===== src/rtl/seg_scan_ctrl_if.sv =====
// seg_scan_ctrl_if
//   Bundle between the frame producer, the scan controller and the shared
//   7-segment decoder / anode drivers.
//   Handshake: there is no valid/ready pair. 'load' is a one-cycle strobe
//   that is always accepted on the rising edge where it is high. 'en' is a
//   level. All outputs are registered-state functions, stable for a full cycle.
//   Signals:
//     en         producer -> ctrl   scan enable (0 = dark)
//     load       producer -> ctrl   capture wr_data into shadow buffer
//     wr_data    producer -> ctrl   4*NDIG digit codes, digit i at [4i+3:4i]
//     code       ctrl -> decoder    {a,b,c,d}, 4'h0 = all segments off
//     dig_en     ctrl -> anodes     active-low digit enables
//     pending    ctrl -> producer   shadow holds an unapplied frame
//     frame_done ctrl -> producer   one-cycle pulse at each frame wrap
interface seg_scan_ctrl_if #(
  parameter int NDIG = 4
);
  logic              en;
  logic              load;
  logic [4*NDIG-1:0] wr_data;
  logic [3:0]        code;
  logic [NDIG-1:0]   dig_en;
  logic              pending;
  logic              frame_done;

  modport master (
    output en, load, wr_data,
    input  code, dig_en, pending, frame_done
  );

  modport slave (
    input  en, load, wr_data,
    output code, dig_en, pending, frame_done
  );
endinterface


===== src/rtl/seg_scan_ctrl.sv =====
// seg_scan_ctrl
//   Time-multiplexed scan controller for NDIG common-anode 7-segment digits
//   sharing one decoder. Each slot is PRESCALE cycles: BLANK dark cycles
//   followed by the digit being lit. New frames are written to a shadow
//   buffer and copied to the active buffer only at the frame wrap.
//   Ports:
//     clk  rising-edge clock
//     rst  synchronous active-high reset
//     bus  seg_scan_ctrl_if slave modport (en/load/wr_data in,
//          code/dig_en/pending/frame_done out)
module seg_scan_ctrl #(
  parameter int NDIG     = 4,
  parameter int PRESCALE = 50000,
  parameter int BLANK    = 16
) (
  input  logic            clk,
  input  logic            rst,
  seg_scan_ctrl_if.slave  bus
);

  localparam int CW = (PRESCALE > 1) ? $clog2(PRESCALE) : 1;
  localparam int IW = (NDIG > 1) ? $clog2(NDIG) : 1;

  logic [CW-1:0]     cnt_q, cnt_d;
  logic [IW-1:0]     idx_q, idx_d;
  logic [4*NDIG-1:0] active_q, active_d;
  logic [4*NDIG-1:0] shadow_q, shadow_d;
  logic              pending_q, pending_d;
  logic              frame_done_q, frame_done_d;

  logic slot_end;
  logic frame_wrap;
  logic show;

  assign slot_end   = (cnt_q == CW'(PRESCALE - 1));
  assign frame_wrap = bus.en && slot_end && (idx_q == IW'(NDIG - 1));

  always_comb begin
    cnt_d        = cnt_q;
    idx_d        = idx_q;
    active_d     = active_q;
    shadow_d     = shadow_q;
    pending_d    = pending_q;
    frame_done_d = 1'b0;

    if (!bus.en) begin
      // Disabled: park at digit 0, start of slot, so re-enable begins blanked.
      cnt_d = '0;
      idx_d = '0;
    end else begin
      frame_done_d = frame_wrap;
      if (slot_end) begin
        cnt_d = '0;
        idx_d = (idx_q == IW'(NDIG - 1)) ? '0 : idx_q + IW'(1);
      end else begin
        cnt_d = cnt_q + CW'(1);
      end
    end

    if (frame_wrap && pending_q) begin
      active_d  = shadow_q;
      pending_d = 1'b0;
    end

    // A load on the wrap edge still lands in the shadow and keeps pending set,
    // so it is applied at the following wrap rather than lost.
    if (bus.load) begin
      shadow_d  = bus.wr_data;
      pending_d = 1'b1;
    end
  end

  always_ff @(posedge clk) begin
    if (rst) begin
      cnt_q        <= '0;
      idx_q        <= '0;
      active_q     <= '0;
      shadow_q     <= '0;
      pending_q    <= 1'b0;
      frame_done_q <= 1'b0;
    end else begin
      cnt_q        <= cnt_d;
      idx_q        <= idx_d;
      active_q     <= active_d;
      shadow_q     <= shadow_d;
      pending_q    <= pending_d;
      frame_done_q <= frame_done_d;
    end
  end

  // Outputs come only from registers; en=0 parks cnt at 0, which is inside
  // the blank phase, so the display is dark whenever scanning is stopped.
  assign show           = (cnt_q >= CW'(BLANK));
  assign bus.code       = show ? active_q[{idx_q, 2'b00} +: 4] : 4'h0;
  assign bus.dig_en     = show ? ~(NDIG'(1) << idx_q) : '1;
  assign bus.pending    = pending_q;
  assign bus.frame_done = frame_done_q;

endmodule


===== src/flat_wrapper.sv =====
// flat-port wrapper written by rule: the top's interface ports become plain ports
module seg_scan_ctrl_flat 
#(
  parameter int NDIG     = 4,
  parameter int PRESCALE = 50000,
  parameter int BLANK    = 16
)
  (clk, rst, bus_en, bus_load, bus_wr_data, bus_code, bus_dig_en, bus_pending, bus_frame_done);
  seg_scan_ctrl_if #(.NDIG(NDIG)) bus_i ();
  input  logic clk;
  input  logic rst;
  input wire logic [$bits(bus_i.en)-1:0] bus_en;
  input wire logic [$bits(bus_i.load)-1:0] bus_load;
  input wire logic [$bits(bus_i.wr_data)-1:0] bus_wr_data;
  output wire logic [$bits(bus_i.code)-1:0] bus_code;
  output wire logic [$bits(bus_i.dig_en)-1:0] bus_dig_en;
  output wire logic [$bits(bus_i.pending)-1:0] bus_pending;
  output wire logic [$bits(bus_i.frame_done)-1:0] bus_frame_done;
  assign bus_i.en = bus_en;
  assign bus_i.load = bus_load;
  assign bus_i.wr_data = bus_wr_data;
  assign bus_code = bus_i.code;
  assign bus_dig_en = bus_i.dig_en;
  assign bus_pending = bus_i.pending;
  assign bus_frame_done = bus_i.frame_done;
  seg_scan_ctrl #(.NDIG(NDIG), .PRESCALE(PRESCALE), .BLANK(BLANK)) u_core (.clk(clk), .rst(rst), .bus(bus_i));
endmodule

===== config.mk =====
export PLATFORM = sky130hd
export DESIGN_NAME = seg_scan_ctrl_flat
export DESIGN_NICKNAME = d
export VERILOG_FILES = /design/src/rtl/seg_scan_ctrl_if.sv /design/src/rtl/seg_scan_ctrl.sv /design/src/flat_wrapper.sv
export SDC_FILE = /design/constraint.sdc
export NUM_CORES = 1
export LEC_CHECK = 0
export CORE_MARGIN = 3
export CORE_UTILIZATION = 40
export DETAILED_ROUTE_END_ITERATION = 7
export PLACE_DENSITY_LB_ADDON = 0.15
export SLEW_MARGIN = 5
export SYNTH_ARGS = -nofsm -noshare
export SYNTH_HDL_FRONTEND = slang
export SYNTH_SLANG_ARGS = --single-unit

===== constraint.sdc =====
create_clock -name clk -period 2.5 [get_ports clk]
set_input_delay 0.5 -clock clk [delete_from_list [all_inputs] [get_ports clk]]
set_output_delay 0.5 -clock clk [all_outputs]
set_load 0.03 [all_outputs]

Yosys cells after proc, flatten, opt, wreduce, memory -nomap -nowiden
Cells that the tools add are included.

cells by class
  $add $sub $neg = 2
  multipliers = 0
  divide/modulo/power cells = 0
  $lt $le $gt $ge = 1
  equality and inequality tests = 2
  shift operators = 2
  muxes and demuxes = 5
  bitwise logic cells = 2
  reduce and logical (&&, ||, !) cells = 6

operators by type and width
  cell                                                                     number
  16-bit by 1-bit adder with 16-bit output (second input constant)         1
  16-bit equality test (second input constant)                             1
  16-bit by 5-bit >= comparator with 1-bit output (second input constant)  1
  16-bit by 5-bit variable part select with 4-bit output                   1
  4-bit 2-to-1 mux                                                         2
  4-bit NOT                                                                1
  1-bit by 2-bit left shift with 4-bit output (first input constant)       1
  1-bit logical AND                                                        3
  3-bit OR reduction                                                       1
  2-bit by 1-bit adder with 2-bit output (second input constant)           1
  2-bit equality test (second input constant)                              1
  1-bit 2-to-1 mux                                                         2
  2-bit 2-to-1 mux                                                         1
  2-bit nonzero test                                                       1
  2-bit OR reduction                                                       1
  1-bit NOT                                                                1

word-level totals
  flip-flop bits (word level) = 52
  bits in latches = 0
  bits in writable memories = 0
  bits in read-only memories = 0
  input bits = 20
  output and inout bits = 10
  word-level logic and storage cells = 26
  memories = 0

Depth between registers and ports, before layout
Gate-level depths: netlist of the first run.

  word-level depth = 6
  mapped depth = 9
  mapped depth without buffers = 5

Worst setup path before layout of the first run
No wires, ideal clock.

  kind = reg2out
  from = register u_core.idx_q[0]
  to = output port bus_code[0]
  arrival = 1.432 ns
  required time = 2.000 ns
  slack = 0.568 ns
  cell stages (with the launch flop) = 4
  buffers on the path = 1
  cell sequence = dfxtp_1 -> clkbuf_1 -> mux4_2 -> and2_1

on the way
  longest elaborated chain between the ends = 2

RTL lines
  item                                                    RTL line             source
  from (decl)                                             seg_scan_ctrl.sv:25  logic [IW-1:0] idx_q, idx_d;
  from (signal assigned)                                  seg_scan_ctrl.sv:83  idx_q <= idx_d;
  16-bit by 5-bit variable part select with 4-bit output  seg_scan_ctrl.sv:94  assign bus.code = show ? active_q[{idx_q, 2'b00} +: 4] : 4'h0;
  4-bit 2-to-1 mux                                        seg_scan_ctrl.sv:94
  to (decl)                                               flat_wrapper.sv:15   output wire logic [$bits(bus_i.code)-1:0] bus_code;

Every way passes these cells.

Worst setup path in the final report of the first run
  from = register u_core.cnt_q[13]
  to = output port bus_code[3]

on the way
  longest elaborated chain between the ends = 2

RTL lines
  item                                             RTL line             source
  from (decl)                                      seg_scan_ctrl.sv:24  logic [CW-1:0] cnt_q, cnt_d;
  from (signal assigned)                           seg_scan_ctrl.sv:82  cnt_q <= cnt_d;
  16-bit by 5-bit >= comparator with 1-bit output  seg_scan_ctrl.sv:93  assign show = (cnt_q >= CW'(BLANK));
  4-bit 2-to-1 mux                                 seg_scan_ctrl.sv:94

Every way passes these cells.

==> impl_metrics.toml, run 1 <==
[outcome]
status = "finished, final reports clean"

[detailed_routing]
wire_per_inst_um = 12.5
via_per_inst = 4.84
ant_nets = 0
vias = 1654
wl_met2_um = 1980
topRoutingLayerUsed = "met4"
drt-met1-wl_um = 2100
wirelength_um = 4280
drc = 0
dr_wl_met3_um = 128
drtIter0Drc = 58
firstDrtPassIters = 4

[setup_path]
critical-path-top-delay-family = "simple AND/OR/NAND/NOR gates"
worstPathArrival_ns = 1.79
cp-end-kind = "output pin"
crit_path_start = "u_core.cnt_q[13]"
reg2regPathDepth = 5
reg2reg_slack_ns = 0.64
cp_max_fo = 8
path_cells = "nor4_2 > nand4_1 > buf_4 > and2_1 > dlygate4sd2_1"
start_kind = "flip-flop"
critPathBufInv = 2
cp.required_ns = 2.00
cp_slowest_cell = "dfxtp_1"
r2r-end = "u_core.active_q[3]"
path_class = "flip-flop to output pin"
slowest_delay_ns = 0.35
reg2reg_from = "u_core.cnt_q[0]"

[yosys]
synth_flop_cell = "dfxtp_1"
netlist_instances = 244
synthTopCellsByArea = "dfxtp_1 (43%), mux2i_1 (14%), nand2b_1 (8.6%), nor2_1 (5.6%), xor2_1 (4.0%)"
avgSynthCellArea_sq_um = 9.84
async_reset_ff_share_pct = 0
yosysTopAreaCellShare_pct = 43.4
yosys.cell_types.count = 31
ys_warn_count = 0
ys_seq_area_share_pct = 43.4
synth_top_area_cell = "dfxtp_1"
yosys_register_bits = 52
synth_area_sq_um = 2400
synth_edf_count = 0
syn-num-nets = 270

[global_route]
grtUsageTotal_pct = 12.9
grt_first_pass_wirelength_um = 7260
first_global_vias = 1614
grt_overflow = 0
grt_max_degree = 51
antenna_found_initial = 0

[layout]
final_cells = 342
drive_gt1_share_pct = 7.41
num_antenna_cells = 0
area_delta_synth_final_pct = 16.5
final_net_count = 295
fillers = 553
fin_util_pct = 49.6

[floorplan]
start_util_pct = 42.6
core-area_sq_um = 5640
die_y_um = 83.5
die_x_um = 83.5
ios = 30
die_area_sq_um = 6970
row_count = 27

[sta]
rsz0062_at_grt = "no"
post-route-period-util_pct = 91.6
skew_ns = 0.00917
hold_viol_final = 0
fmaxAchievable_mhz = 436
report.final.slew_viol_count = 0
slew_headroom_pct = 64.0
timing.hold.ws_ns = 0.468
tightest_slew_ns = 0.540
setup_viol = 0
period_minus_slack_ns = 2.29
setup_tns_ns = 0

[clocking]
clk_path_buf_depth = 2
clk_pin_slew_ns = 0.09
htree_levels = 2
cts_buffers = 5
cts_tree = "done"
cts.sinks = 52
clkLatencyLatePin_ns = 0.31
cts_setup_buffers = 0
cts_resized = 9
cts_root_buffer = "clkbuf_8"
holdBufCountCts = 0

[min_path]
hp-start = "u_core.cnt_q[0]"
hp-class = "flip-flop to flip-flop"
hold_end = "u_core.cnt_q[0]"
min_path_cells = 1

[placed_design]
portBuffers = 29
dp_cells = 334
gp_congestion = 0.776
place_hpwl_um = 2940

[power_and_ir_drop]
power_density_nw_per_um2 = 518
power.total_mw = 1.45
ir_worst_vdd_uv = 303
p_leak_nw = 1.03

[job]
maxCapViolCount = 0
==> routing by layer <==
metal	GRT usage, %	vias to the layer above
li1	-	862
met1	16.6	764
met2	20.7	21
met3	3.26	7
met4	5.26	0
met5	0	-
==> cells by family after synthesis <==
| group | share of synthesized area [%] |
|---|---|
| AOI/OAI and AO/OA | 1.25 |
| buffers and inverters | 5.16 |
| adders and majority gates | 3.13 |
| xor gates and xnor gates | 4.38 |
| DFF | 43.4 |
| muxes | 17.9 |
| and+or+nand+nor | 24.8 |
==> flip-flops by register name, indices dropped and copies added (netlist names) <==
register	cells
u_core.active_q	16
u_core.cnt_q	16
u_core.shadow_q	16
u_core.idx_q	2
u_core.bus.frame_done	1
u_core.bus.pending	1
==> cell type report <==
type                    instances  area, sq um  share of cell area (%)
clock buffers                   6         82.6                    2.95
clock inverters                 2         10.0                   0.358
inverters                       5         18.8                   0.671
multi-input cells             171         1240                    44.2
flip-flops and latches         52         1040                    37.3
well taps                      72         90.1                    3.22
repair buffers                 34          318                    11.4
==> synth_stat cells (6+ instances only) <==
master,instances
clkbuf_1,7
nand2b_1,33
and2_1,6
nand4_1,6
nor2_1,36
dfxtp_1,52
mux2i_1,34
ha_1,6
nand2_1,9
xor2_1,11
and4_1,6
==> where the power goes <==
group          total, mW  internal, mW  switching [mW]
logic             0.0981        0.0572          0.0409
registers          0.855         0.846         0.00958
clock network      0.495         0.222           0.274
==> per-stage QoR <==
step / cell area [sq um] / setup slack [ns]
floorplan: 2400 / 0.568
global route: 2800 / 0.105
detailed placement: 2710 / 0.234
finish: 2800 / 0.209
global placement: 2710 / 0.229
CTS: 2800 / 0.190
==> worst max path at each step <==
stage / endpoint / slack, ns / depth (start not counted)
final: bus_code[3] / 0.21 / 5
after global routing: bus_code[1] / 0.10 / 5
after CTS: bus_code[1] / 0.19 / 5
after detailed placement: bus_code[2] / 0.23 / 3
after global placement: bus_code[3] / 0.23 / 3
after floorplan: bus_code[0] / 0.57 / 3
==> cell usage in the layout (no fill, tap or decap), drive strengths merged <==
cell type       n
clkbuf          6
nand3           5
nor3b           1
clkinv          2
buf             5
ha              6
inv             5
xor2           11
nand4           6
or2             1
and4            7
mux4            4
dfxtp          52
or4             1
nor4            1
dlygate4sd2     8
nor2           36
xnor2           1
and2            6
a211oi          1
nand2           9
or3             1
clkdlybuf4s50  21
nor3            2
a21oi           2
mux2i          34
o21ai           1
nand2b         33
and3            1
o31ai           1
==> worst register-to-register path: cells and delay by family (launching register included) <==
family / cells / cell delay, ns
fa+ha+maj: 1 / 0.20
simple gates: 3 / 0.98
mux: 1 / 0.24
flops: 1 / 0.37
Power figures use the tool's default switching activity.
==> inputs of run 2 (changes only) <==
CTS_CLUSTER_SIZE = 14   (was unset)
==> results of run 2 <==
No change in the layout: final DEF, timing and power equal those of run 1.
